### config.mk
export PLATFORM = sky130hd
export DESIGN_NAME = mem_stage_ctrl
export DESIGN_NICKNAME = d
export VERILOG_FILES = /design/src/rtl/mem_stage_ctrl.sv
export SDC_FILE = /design/constraint.sdc
export NUM_CORES = 1
export LEC_CHECK = 0
export ABC_AREA = 1
export CORE_ASPECT_RATIO = 1.1
export CORE_MARGIN = 5
export CORE_UTILIZATION = 47
export CTS_CLUSTER_DIAMETER = 60
export DETAILED_ROUTE_END_ITERATION = 7
export PLACE_DENSITY = 0.89
export SYNTH_ARGS = -nofsm -noshare
export SYNTH_HDL_FRONTEND = slang
export SYNTH_SLANG_ARGS = --single-unit
### constraint.sdc
create_clock -name cpu_clk_50M -period 2.83 [get_ports cpu_clk_50M]
set_clock_uncertainty 0.1 [all_clocks]
set_input_delay 0.283 -clock cpu_clk_50M [delete_from_list [all_inputs] [get_ports cpu_clk_50M]]
set_output_delay 0.283 -clock cpu_clk_50M [all_outputs]
set_load 0.005 [all_outputs]
### src/rtl/mem_stage_ctrl.sv
// MEM stage controller: issues data-memory requests for loads/stores, stalls the
// pipeline while a request is outstanding, formats load data and flags faults.
module mem_stage_ctrl #(
    parameter int TIMEOUT = 255
) (
    input  logic        cpu_clk_50M,
    input  logic        cpu_rst,
    input  logic        exe_valid,
    input  logic [3:0]  exe_memop,
    input  logic [4:0]  exe_wa,
    input  logic        exe_wreg,
    input  logic [31:0] exe_wd,
    input  logic [31:0] exe_din,
    input  logic        exe_whilo,
    input  logic [63:0] exe_hilo,
    input  logic        flush,
    output logic        dm_req,
    output logic        dm_we,
    output logic [31:0] dm_addr,
    output logic [3:0]  dm_be,
    output logic [31:0] dm_wdata,
    input  logic        dm_ack,
    input  logic [31:0] dm_rdata,
    output logic [4:0]  mem_wa,
    output logic        mem_wreg,
    output logic [31:0] mem_dreg,
    output logic        mem_mreg,
    output logic [3:0]  mem_dre,
    output logic        mem_whilo,
    output logic [63:0] mem_hilo,
    output logic        stall_req,
    output logic        mem_err
);

    // state | meaning
    // IDLE  | no request outstanding; non-memory ops pass straight through
    // BUSY  | request outstanding, pipeline stalled, bubble into MEM/WB
    // DONE  | one-cycle write-back of the completed load/store
    // DRAIN | flushed while outstanding; wait out the ack, no write-back
    typedef enum logic [1:0] {IDLE, BUSY, DONE, DRAIN} state_t;

    localparam logic [3:0] OP_LB  = 4'd1;
    localparam logic [3:0] OP_LBU = 4'd2;
    localparam logic [3:0] OP_LH  = 4'd3;
    localparam logic [3:0] OP_LHU = 4'd4;
    localparam logic [3:0] OP_LW  = 4'd5;
    localparam logic [3:0] OP_SB  = 4'd6;
    localparam logic [3:0] OP_SH  = 4'd7;
    localparam logic [3:0] OP_SW  = 4'd8;
    localparam logic [15:0] TO_CNT = 16'(TIMEOUT);

    function automatic logic is_load(input logic [3:0] op);
        return (op >= OP_LB) && (op <= OP_LW);
    endfunction

    function automatic logic is_store(input logic [3:0] op);
        return (op >= OP_SB) && (op <= OP_SW);
    endfunction

    function automatic logic misaligned(input logic [3:0] op, input logic [1:0] lo);
        logic half, word;
        half = (op == OP_LH) || (op == OP_LHU) || (op == OP_SH);
        word = (op == OP_LW) || (op == OP_SW);
        return (half && lo[0]) || (word && (lo != 2'b00));
    endfunction

    function automatic logic [3:0] byte_en(input logic [3:0] op, input logic [1:0] lo);
        logic [3:0] be;
        case (op)
            OP_LB, OP_LBU, OP_SB: be = 4'b0001 << lo;
            OP_LH, OP_LHU, OP_SH: be = lo[1] ? 4'b1100 : 4'b0011;
            OP_LW, OP_SW:         be = 4'b1111;
            default:              be = 4'b0000;
        endcase
        return be;
    endfunction

    function automatic logic [31:0] store_data(input logic [3:0] op, input logic [31:0] din);
        logic [31:0] wd;
        case (op)
            OP_SB:   wd = {4{din[7:0]}};
            OP_SH:   wd = {2{din[15:0]}};
            OP_SW:   wd = din;
            default: wd = 32'h0;
        endcase
        return wd;
    endfunction

    function automatic logic [31:0] load_data(input logic [3:0] op, input logic [1:0] lo,
                                              input logic [31:0] rd);
        logic [7:0]  b;
        logic [15:0] h;
        logic [31:0] ld;
        b = 8'(rd >> {lo, 3'b000});
        h = lo[1] ? rd[31:16] : rd[15:0];
        case (op)
            OP_LB:   ld = {{24{b[7]}}, b};
            OP_LBU:  ld = {24'h0, b};
            OP_LH:   ld = {{16{h[15]}}, h};
            OP_LHU:  ld = {16'h0, h};
            OP_LW:   ld = rd;
            default: ld = 32'h0;
        endcase
        return ld;
    endfunction

    state_t      state_q, state_d;
    logic [15:0] cnt_q, cnt_d;
    logic [31:0] ldata_q, ldata_d;
    logic        timeout_q, timeout_d;
    logic        start;
    logic        is_mem;

    // Request attributes captured at issue so the bus stays stable even if
    // EX/MEM changes underneath a flushed (draining) request.
    logic [3:0]  op_q;
    logic [1:0]  lo2_q;
    logic [29:0] addr_q;
    logic [3:0]  be_q;
    logic [31:0] wdata_q;
    logic        we_q;

    assign is_mem = exe_valid && (exe_memop >= OP_LB) && (exe_memop <= OP_SW) && !flush;

    always_ff @(posedge cpu_clk_50M) begin
        if (cpu_rst) begin
            state_q   <= IDLE;
            cnt_q     <= '0;
            ldata_q   <= '0;
            timeout_q <= 1'b0;
            op_q      <= '0;
            lo2_q     <= '0;
            addr_q    <= '0;
            be_q      <= '0;
            wdata_q   <= '0;
            we_q      <= 1'b0;
        end else begin
            state_q   <= state_d;
            cnt_q     <= cnt_d;
            ldata_q   <= ldata_d;
            timeout_q <= timeout_d;
            if (start) begin
                op_q    <= exe_memop;
                lo2_q   <= exe_wd[1:0];
                addr_q  <= exe_wd[31:2];
                be_q    <= byte_en(exe_memop, exe_wd[1:0]);
                wdata_q <= store_data(exe_memop, exe_din);
                we_q    <= is_store(exe_memop);
            end
        end
    end

    always_comb begin
        state_d   = state_q;
        cnt_d     = cnt_q;
        ldata_d   = ldata_q;
        timeout_d = timeout_q;
        start     = 1'b0;
        dm_req    = 1'b0;
        dm_we     = 1'b0;
        dm_addr   = '0;
        dm_be     = '0;
        dm_wdata  = '0;
        mem_wa    = '0;
        mem_wreg  = 1'b0;
        mem_dreg  = '0;
        mem_mreg  = 1'b0;
        mem_dre   = '0;
        mem_whilo = 1'b0;
        mem_hilo  = '0;
        stall_req = 1'b0;
        mem_err   = 1'b0;

        case (state_q)
            IDLE: begin
                if (is_mem) begin
                    if (misaligned(exe_memop, exe_wd[1:0])) begin
                        mem_err = 1'b1;
                    end else begin
                        start     = 1'b1;
                        dm_req    = 1'b1;
                        dm_we     = is_store(exe_memop);
                        dm_addr   = {exe_wd[31:2], 2'b00};
                        dm_be     = byte_en(exe_memop, exe_wd[1:0]);
                        dm_wdata  = store_data(exe_memop, exe_din);
                        stall_req = 1'b1;
                        cnt_d     = '0;
                        timeout_d = 1'b0;
                        state_d   = BUSY;
                    end
                end else if (!flush) begin
                    mem_wa    = exe_wa;
                    mem_wreg  = exe_wreg;
                    mem_dreg  = exe_wd;
                    mem_whilo = exe_whilo;
                    mem_hilo  = exe_hilo;
                end
            end
            BUSY, DRAIN: begin
                stall_req = (state_q == BUSY);
                if (cnt_q == TO_CNT) begin
                    // Timeout: request already dropped, so a late ack is not ours.
                    mem_err   = 1'b1;
                    timeout_d = 1'b1;
                    ldata_d   = '0;
                    state_d   = (state_q == BUSY) ? DONE : IDLE;
                end else begin
                    dm_req   = 1'b1;
                    dm_we    = we_q;
                    dm_addr  = {addr_q, 2'b00};
                    dm_be    = be_q;
                    dm_wdata = wdata_q;
                    if (dm_ack) begin
                        ldata_d = load_data(op_q, lo2_q, dm_rdata);
                        state_d = (state_q == BUSY && !flush) ? DONE : IDLE;
                    end else begin
                        cnt_d = cnt_q + 16'd1;
                        if (state_q == BUSY && flush) state_d = DRAIN;
                    end
                end
            end
            DONE: begin
                mem_wa    = exe_wa;
                mem_wreg  = exe_wreg && !timeout_q && !flush;
                mem_dreg  = is_load(op_q) ? ldata_q : exe_wd;
                mem_mreg  = is_load(op_q);
                mem_dre   = be_q;
                mem_whilo = exe_whilo && !timeout_q && !flush;
                mem_hilo  = exe_hilo;
                state_d   = IDLE;
            end
            default: state_d = IDLE;
        endcase

        if (cpu_rst) begin
            dm_req    = 1'b0;
            dm_we     = 1'b0;
            dm_addr   = '0;
            dm_be     = '0;
            dm_wdata  = '0;
            mem_wa    = '0;
            mem_wreg  = 1'b0;
            mem_dreg  = '0;
            mem_mreg  = 1'b0;
            mem_dre   = '0;
            mem_whilo = 1'b0;
            mem_hilo  = '0;
            stall_req = 1'b0;
            mem_err   = 1'b0;
        end
    end

endmodule

==> results of run 1 <==
[synthesized netlist by cell type]
cell	instances	share of area, %
nand4_2	1	0.15
o21ai_1	2	0.12
nor3b_1	2	0.18
nor2_4	5	0.69
o21bai_1	2	0.18
a21oi_2	1	0.11
nand2_2	2	0.15
inv_2	2	0.092
nor3_1	6	0.37
o21ai_2	2	0.21
nand2_4	2	0.28
clkbuf_1	63	2.9
inv_1	67	3.1
nand3_2	3	0.37
buf_6	5	0.69
nand2_1	438	20
nor2_2	1	0.077
buf_2	21	1.3
dfxtp_1	124	30
and2_1	1	0.077
nor2_1	186	8.5
a31oi_1	4	0.31
buf_1	5	0.23
nand4_1	6	0.46
and3_1	1	0.077
o21ai_0	41	2.5
ha_1	1	0.15
conb_1	1	0.046
buf_4	8	0.73
a21oi_1	223	14
nand3_1	191	12
o211ai_1	1	0.092
[final cells by class]
class,count,area (sq um),area share [%]
Inverter,69,264.0,1.985
Timing Repair Buffer,465,4583,34.47
Tap cell,234,292.8,2.202
Clock inverter,7,90.09,0.6775
Multi-Input combinational cell,1125,5105,38.39
Sequential cell,124,2485,18.69
Clock buffer,23,478.0,3.594
[per-layer routing]
metal | routed length [um] | global-route usage, %
met1 | 13110 | 39.32
met2 | 17650 | 55.45
met3 | 3480 | 6.495
met4 | 2123 | 17.69
met5 | 0 | 0
[timing repair]
| action | 4_1_cts | 5_1_grt |
|---|---|---|
| endpoints found under the setup margin | 170 | 88 |
| pin swaps | 1 | 5 |
| gates resized for setup | 113 | 97 |
| gates cloned | 2 | 4 |
| hold buffers | 0 | 0 |
| setup buffers | 2 | 12 |
[state kept, by name, summed over array words and instances, names as in the netlist]
register   flops
addr_q        30
be_q           4
cnt_q         16
ldata_q       32
lo2_q          2
op_q           4
state_q        2
timeout_q      1
wdata_q       32
we_q           1
[where the power goes]
part / internal (W) / switching, W
registers: 0.00185 / 0.000106
logic: 0.00159 / 0.00205
clock network: 0.00135 / 0.000777
total: 0.00478 / 0.00294
[worst max-delay path by stage]
stage                   end  slack (ns)  depth (start not counted)
2_1_floorplan  mem_hilo[57]        0.99                         10
3_3_place_gp   mem_dreg[11]       -0.14                         12
3_5_place_dp    mem_dreg[6]       -0.20                         12
4_1_cts        dm_wdata[20]        -0.1                         12
5_1_grt        mem_hilo[43]       -0.14                         13
6_report       dm_wdata[19]       -0.05                         12
[kinds of logic after synthesis]
logic type | after synthesis | synth area share, %
AND/OR/NAND/NOR | 845 | 43.23
AO/OA/AOI/OAI | 276 | 17.19
other | 1 | 0.04588
buffers and inverters | 171 | 9.002
adder cells (fa/ha/maj) | 1 | 0.1531
flip-flops | 124 | 30.37
[through the flow]
step	instance area, sq um	util (%)
detailed placement	12380	72.51
floorplan	8177	-
global placement	12380	72.51
global route	13300	77.86
CTS	12980	76.01
finish	13300	77.86
[tightest hold or removal path, delay by kind of cell]
family                 cells  cell delay [ns]
buffers and inverters      3             0.39
and+or+nand+nor            2             0.12
==> results by group, run 1 <==
Floorplan
  • # IOs: roughly 360
  • Die width: about 140 um
  • Placeable Area: between 15000 and 20000 sq um
  • Std cell rows: 50
  • Die Area: approximately 20000 sq um
  • Starting density of the core: 47.85%
  • Die Height: 148.3 um

STA
  • Final Hold Fails: 0
  • Setup slack after layout: -0.04861 ns
  • Final setup viols: 15
  • Final Critical Period: 2.879 ns
  • Worst-Margin Slew: between 0.9 and 1 ns
  • Setup Total Neg Slack: -0.2359 ns
  • RSZ-0062 raised after global routing: true
  • Fmax: between 300 and 400 MHz
  • Rel. slew slack: about a third
  • Fin. max-slew vios: 0
  • Hold Slack: 0.3202 ns
  • Fin crit share: 101.7%

Setup path
  • Reg2Reg Depth: 8
  • Crit start category: input port
  • Worst-path cell chain: clkdlybuf4s50_1 -> inv_1 -> nor2_2 -> buf_4 -> nand2_1 -> nor2_4 -> nand3_2 -> nor2_4 -> buf_12 -> nand3_1 -> a21oi_1 -> clkdlybuf4s50_1
  • Top Family by Delay on Critical Path: buffers and inverters
  • Critical path's largest stage delay: about 0.53 ns
  • Worst reg2reg path startpoint: cnt_q[1]$_SDFFE_PP0P_
  • Worst setup EP type: output port
  • Worst Path Buf+Inv: 5
  • Critical Path Fanout Max: 14
  • Critical path's slowest cell: clkdlybuf4s50_1
  • Worst Setup SP: exe_valid
  • R2R setup slack: around 0.26 ns
  • CP Data Arrival Time: approximately 2.5 ns
  • Kind of critical path: input port to output port
  • R2r endpoint: ldata_q[25]$_SDFFE_PP0P_
  • Worst EP required: 2.45 ns

Yosys
  • Synthesized flop and latch total: about 120
  • Mapped cell area: between 8000 and 9000 sq um
  • Cell variety after synth: 32
  • Sequential-to-total area share from yosys stat: 30.37%
  • Synth Warn #: 0
  • Mapped Cells: between 1000 and 1500
  • Synth Area per Inst: between 5 and 6 sq um

Clock tree
  • TritonCTS Buffers: 17
  • Clock Path Buffers: 2
  • Clock slew at reported path FFs: 0.05 ns
  • CTS sink count: ~120
  • Clock latency on the worst-skew pair: 0.42 ns
  • H-tree level count: 4
  • CTS tree: yes
  • Clock Tree Root: clkbuf_16

Power and ir drop
  • Power Total: about 0.0077 W
  • Peak supply drop: approximately 500 uV
  • Power Density: between 500 and 600 nW/um^2
  • Leakage: a little over 6 nW

Worst hold path
  • Min-delay src: cpu_rst
  • Hold Crit Class: input port to register
  • Min-Delay Endpoint: cnt_q[14]$_SDFFE_PP0P_
  • Hold Crit Depth: 5

Placed design
  • Setup slack at placement: -0.1970 ns
  • Buffers on Ports: 353
  • Placed cell count: ~2000
  • Dpl hpwl: roughly 25000 um
  • GP Congestion: roughly 1

Global route
  • Largest net degree at the start of global routing: 126
  • Overflow after GRT: 0
  • First-pass GRT wire length: 53740 um
  • Vias in the first global route: around 11000
  • Gr usage total: around a third
  • Initial antenna violation count: 0

Job
  • Max-cap violation count: 0

Finish
  • Final Non-Filler Cells: a little over 2000
  • Share of layout cells above drive strength 1: 11.14%
  • Leading cell type in the layout, fill and taps excluded: nand2_1
  • Filler instances: between 1000 and 1500
  • Area growth syn-to-layout: 62.71%
  • Nets: approximately 2000
  • Diode count: 0
  • Most frequent cells in the layout: nand2_1, clkdlybuf4s50_1, a21oi_1

Drt
  • Antenna Nets Post-Route: 0
  • Routed WL per cell: between 15 and 20 um
  • DRC: 0
  • Wirelength, routed: approximately 36000 um
  • Vias post-DR: approximately 12000
  • DRT Pass-1 Iters: 6
  • Vias per std cell: 5.636
  • DRC marker count from the first detailed-route iteration: approximately 1300

Outcome
  • Status: finished, violations left
  • Failing checks: negative setup slack
(Power assumes the default switching activity.)
==> run 2, diff against run 1 <==
--- a/config.mk
+++ b/config.mk
@@ -10,6 +10,7 @@
 export CORE_MARGIN = 5
 export CORE_UTILIZATION = 47
 export CTS_CLUSTER_DIAMETER = 60
+export CTS_CLUSTER_SIZE = 12
 export DETAILED_ROUTE_END_ITERATION = 7
 export PLACE_DENSITY = 0.89
 export SYNTH_ARGS = -nofsm -noshare
==> results of run 2 <==
Final layout, timing and power as in run 1 (identical DEF).
==> run 3, diff against run 2 <==
--- a/config.mk
+++ b/config.mk
@@ -5,10 +5,8 @@
 export SDC_FILE = /design/constraint.sdc
 export NUM_CORES = 1
 export LEC_CHECK = 0
-export ABC_AREA = 1
-export CORE_ASPECT_RATIO = 1.1
 export CORE_MARGIN = 5
-export CORE_UTILIZATION = 47
+export CORE_UTILIZATION = 45
 export CTS_CLUSTER_DIAMETER = 60
 export CTS_CLUSTER_SIZE = 12
 export DETAILED_ROUTE_END_ITERATION = 7
==> results by group, run 3 <==
Yosys
  • Synth area leader: dfxtp_1 (unchanged)
  • Mapped cell area: 7297 sq um (was 8173 sq um)
  • Top_reg_cell synth: dfxtp_1 (unchanged)
  • Number of synthesized flops with an enable pin: 0 (unchanged)
  • Mapped Cells: 998 (was 1418)
  • Async SR Flop Fraction: 0% (unchanged)
  • Synth Area per Inst: 7.312 sq um (was 5.764 sq um)
  • Synth area leaders: dfxtp_1, nand2_1, a21oi_1 (unchanged)
  • Top post-synthesis cells by count: nand2_1, dfxtp_1, a21oi_1, and2_1, clkbuf_1 (was nand2_1, a21oi_1, nand3_1, nor2_1, dfxtp_1)
  • Cell variety after synth: 55 (was 32)
  • Yosys top cell area share: 34.02% (was 30.37%)
  • Synth Warn #: 0 (unchanged)
  • Count leader, synth: nand2_1 (unchanged)
  • Sequential-to-total area share from yosys stat: 34.02% (was 30.37%)
  • Synthesized flop and latch total: 124 (unchanged)

STA
  • Rel. slew slack: 9.621% (was 34.26%)
  • Final Critical Period: 2.870 ns (was 2.879 ns)
  • Fin. max-slew vios: 0 (unchanged)
  • Setup Total Neg Slack: -0.04010 ns (was -0.2359 ns)
  • Fin crit share: 101.4% (was 101.7%)
  • Final Hold Fails: 0 (unchanged)
  • Setup slack after layout: -0.04010 ns (was -0.04861 ns)
  • Final setup viols: 1 (was 15)
  • Fmax: 348.4 MHz (was 347.4 MHz)
  • Worst-Margin Slew: 1.354 ns (was 0.9861 ns)

Setup path
  • Worst setup EP type: output port (unchanged)
  • R2r endpoint: cnt_q[14]$_SDFFE_PP0P_ (was ldata_q[25]$_SDFFE_PP0P_)
  • CP Data Arrival Time: 2.49 ns (was 2.50 ns)
  • Crit start category: input port (unchanged)
  • Worst EP required: 2.45 ns (about the same)
  • Worst reg2reg path startpoint: state_q[1]$_SDFFE_PP0P_ (was cnt_q[1]$_SDFFE_PP0P_)
  • Kind of critical path: input port to output port (unchanged)
  • Critical Path Fanout Max: 5 (was 14)
  • Reg2Reg Depth: 8 (unchanged)
  • R2R setup slack: 0.48 ns (was 0.26 ns)

Global route
  • Gr usage total: 33.49% (was 32.89%)
  • Vias in the first global route: 9385 (was 10634)
  • Largest net degree at the start of global routing: 48 (was 126)
  • Initial antenna violation count: 1 (was 0)
  • Overflow after GRT: 0 (unchanged)
  • First-pass GRT wire length: 49740 um (was 53740 um)

Clock tree
  • CTS sink count: 124 (unchanged)
  • Clock Path Buffers: 2 (unchanged)
  • Clock Tree Root: clkbuf_16 (unchanged)
  • TritonCTS Buffers: 17 (unchanged)
  • H-tree level count: 4 (unchanged)
  • Clock latency on the worst-skew pair: 0.42 ns (about the same)
  • Clock slew at reported path FFs: 0.05 ns (about the same)
  • CTS Hold Bufs: 0 (unchanged)
  • CTS tree: yes (unchanged)

Finish
  • Leading cell type in the layout, fill and taps excluded: nand2_1 (unchanged)
  • Final Non-Filler Cells: 1641 (was 2047)
  • Area growth syn-to-layout: 77.38% (was 62.71%)
  • Most frequent cells in the layout: nand2_1, clkdlybuf4s50_1, dfxtp_1 (was nand2_1, clkdlybuf4s50_1, a21oi_1)
  • Regs by FF count: ldata_q: 32 flops, wdata_q: 32 flops, addr_q: 30 flops (unchanged)
  • Nets: 1589 (was 1979)
  • Share of layout cells above drive strength 1: 13.62% (was 11.14%)

Worst hold path
  • Min-delay src: exe_memop[1] (was cpu_rst)
  • Hold Crit Class: input port to register (unchanged)
  • Min-Delay Endpoint: op_q[1]$_SDFFE_PP0N_ (was cnt_q[14]$_SDFFE_PP0P_)
  • Hold Crit Depth: 4 (was 5)

Drt
  • Vias per std cell: 5.932 (was 5.636)
  • DRC: 1 (was 0)
  • Vias post-DR: 9734 (was 11537)
  • Antenna Nets Post-Route: 0 (unchanged)
  • Wirelength, routed: 35040 um (was 36360 um)
  • DRT Pass-1 Iters: 8 (was 6)
  • DRC marker count from the first detailed-route iteration: 1010 (was 1306)
  • Routed WL per cell: 21.35 um (was 17.76 um)

Power and ir drop
  • Clock power share: 45.6% (was 27.6%)
  • Switching power: 0.001220 W (was 0.002937 W)
  • Sw Ratio: 23.96% (was 38.04%)
  • Register share of total power: 35.1% (was 25.3%)
  • Power Total: 0.005092 W (was 0.007721 W)
  • Leakage: 6.709 nW (was 6.100 nW)
  • Power Density: 393.4 nW/um^2 (was 580.6 nW/um^2)
  • Logic gate share of total power: 19.3% (was 47.1%)
  • Internal: 0.003872 W (was 0.004784 W)
  • Peak supply drop: 433.1 uV (was 501.3 uV)

Placed design
  • GP Congestion: 0.9413 (was 0.9824)
  • Dpl hpwl: 22960 um (was 25340 um)
  • Placed cell count: 1581 (was 1997)
  • Buffers on Ports: 353 (unchanged)

Outcome
  • Status: finished, violations left (unchanged)
  • Failing checks: design-rule violations, negative setup slack (was negative setup slack)

Floorplan
  • # IOs: 356 (unchanged)
  • Die Area: 18860 sq um (was 20130 sq um)
  • Std cell rows: 46 (was 50)
  • Die width: 137.3 um (was 135.7 um)
  • Starting density of the core: 45.94% (was 47.85%)
  • Die Height: 137.3 um (was 148.3 um)
  • Placeable Area: 15890 sq um (was 17080 sq um)

Job
  • Max-cap violation count: 0 (unchanged)
-- run 3: changes by cell type after synthesis, sizes merged, moves of 16 or more --
cell,change
nand2,-209
nand3,-180
nor2,-167
a21oi,-104
and2,+71
a22o,+57
inv,-51
a21o,+21
o2bb2ai,+17
a221oi,+16
buf,-16
mux2i,+16
-- run 3: final cells by class --
| type | instances | area [sq um] |
|---|---|---|
| Timing Repair Buffer | 481 | 4985 |
| Multi-Input combinational cell | 770 | 4504 |
| Fill cell | 1002 | 2942 |
| Sequential cell | 124 | 2487 |
| Clock buffer | 24 | 491.7 |
| Tap cell | 216 | 270.3 |
| Clock inverter | 7 | 135.1 |
| Inverter | 18 | 67.56 |
| Antenna cell | 1 | 2.502 |
-- run 3: how the worst max path moves through the flow --
stage                  from           end  slack [ns]  cells after the start
2_1_floorplan  exe_memop[1]  dm_wdata[28]        0.47                      8
3_3_place_gp   exe_memop[1]      dm_be[1]       -0.45                      8
3_5_place_dp   exe_memop[1]     stall_req       -0.47                      7
4_1_cts        exe_memop[0]   mem_dreg[5]       -0.08                      9
5_1_grt        exe_memop[0]      dm_be[2]       -0.12                      8
6_report       exe_memop[0]      dm_be[2]       -0.04                      8
-- run 3: timing repair --
action                                  in CTS  in global routing
setup buffers                                8                 13
resized for setup                           97                136
pin swaps                                    3                  9
endpoints found under the setup margin     173                108
gates cloned                                 4                  3
-- run 3: cell families after synthesis --
family,count (synthesis),share of synthesized area [%]
xor gates and xnor gates,1,0.1200
adders and majority gates,1,0.1714
and+or+nand+nor,418,27.11
other,1,0.05139
buffers and inverters,105,5.813
muxes,19,2.658
DFF,124,34.02
AOI/OAI and AO/OA,329,30.06
-- run 3: stage by stage --
stage / utilization (%) / area [sq um] / worst slack, ns / hold WS [ns]
after CTS: 78.20 / 12420 / -0.07931 / 0.1334
after global routing: 81.48 / 12940 / -0.1154 / 0.2097
after floorplan: - / 7301 / 0.4707 / 0.3156
final: 81.48 / 12940 / -0.04010 / 0.2047
after detailed placement: 73.15 / 11620 / -0.4679 / 0.3358
after global placement: 73.15 / 11620 / -0.4488 / 0.3289
-- run 3: critical path, cell delays in order --
cell,delay (ns)
clkdlybuf4s15_2,0.22
o31ai_2,0.33
nand3_1,0.21
nor4_4,0.31
buf_6,0.17
o21ai_0,0.19
a21oi_1,0.21
clkdlybuf4s50_1,0.55
-- run 3: routing by layer --
| layer | share of wire (%) | wire length, um | vias up | global-route usage [%] |
|---|---|---|---|---|
| met2 | 48 | 16890 | 616 | 56.02 |
| met5 | 0 | 0 | - | 0 |
| met4 | 4.3 | 1520 | 0 | 13.36 |
| met3 | 10 | 3621 | 148 | 10.56 |
| li1 | - | - | 4386 | - |
| met1 | 37 | 13010 | 4584 | 39.94 |
-- run 3: power groups by stage --
stage | Combinational [W] | Sequential, W | Clock, W
2_1_floorplan | 0.000313 | 0.00182 | 0
4_1_cts | 0.000922 | 0.00178 | 0.00233
5_1_grt | 0.00103 | 0.00179 | 0.00241
3_3_place_gp | 0.000869 | 0.00182 | 0
3_5_place_dp | 0.000885 | 0.00182 | 0
6_report | 0.000984 | 0.00179 | 0.00232
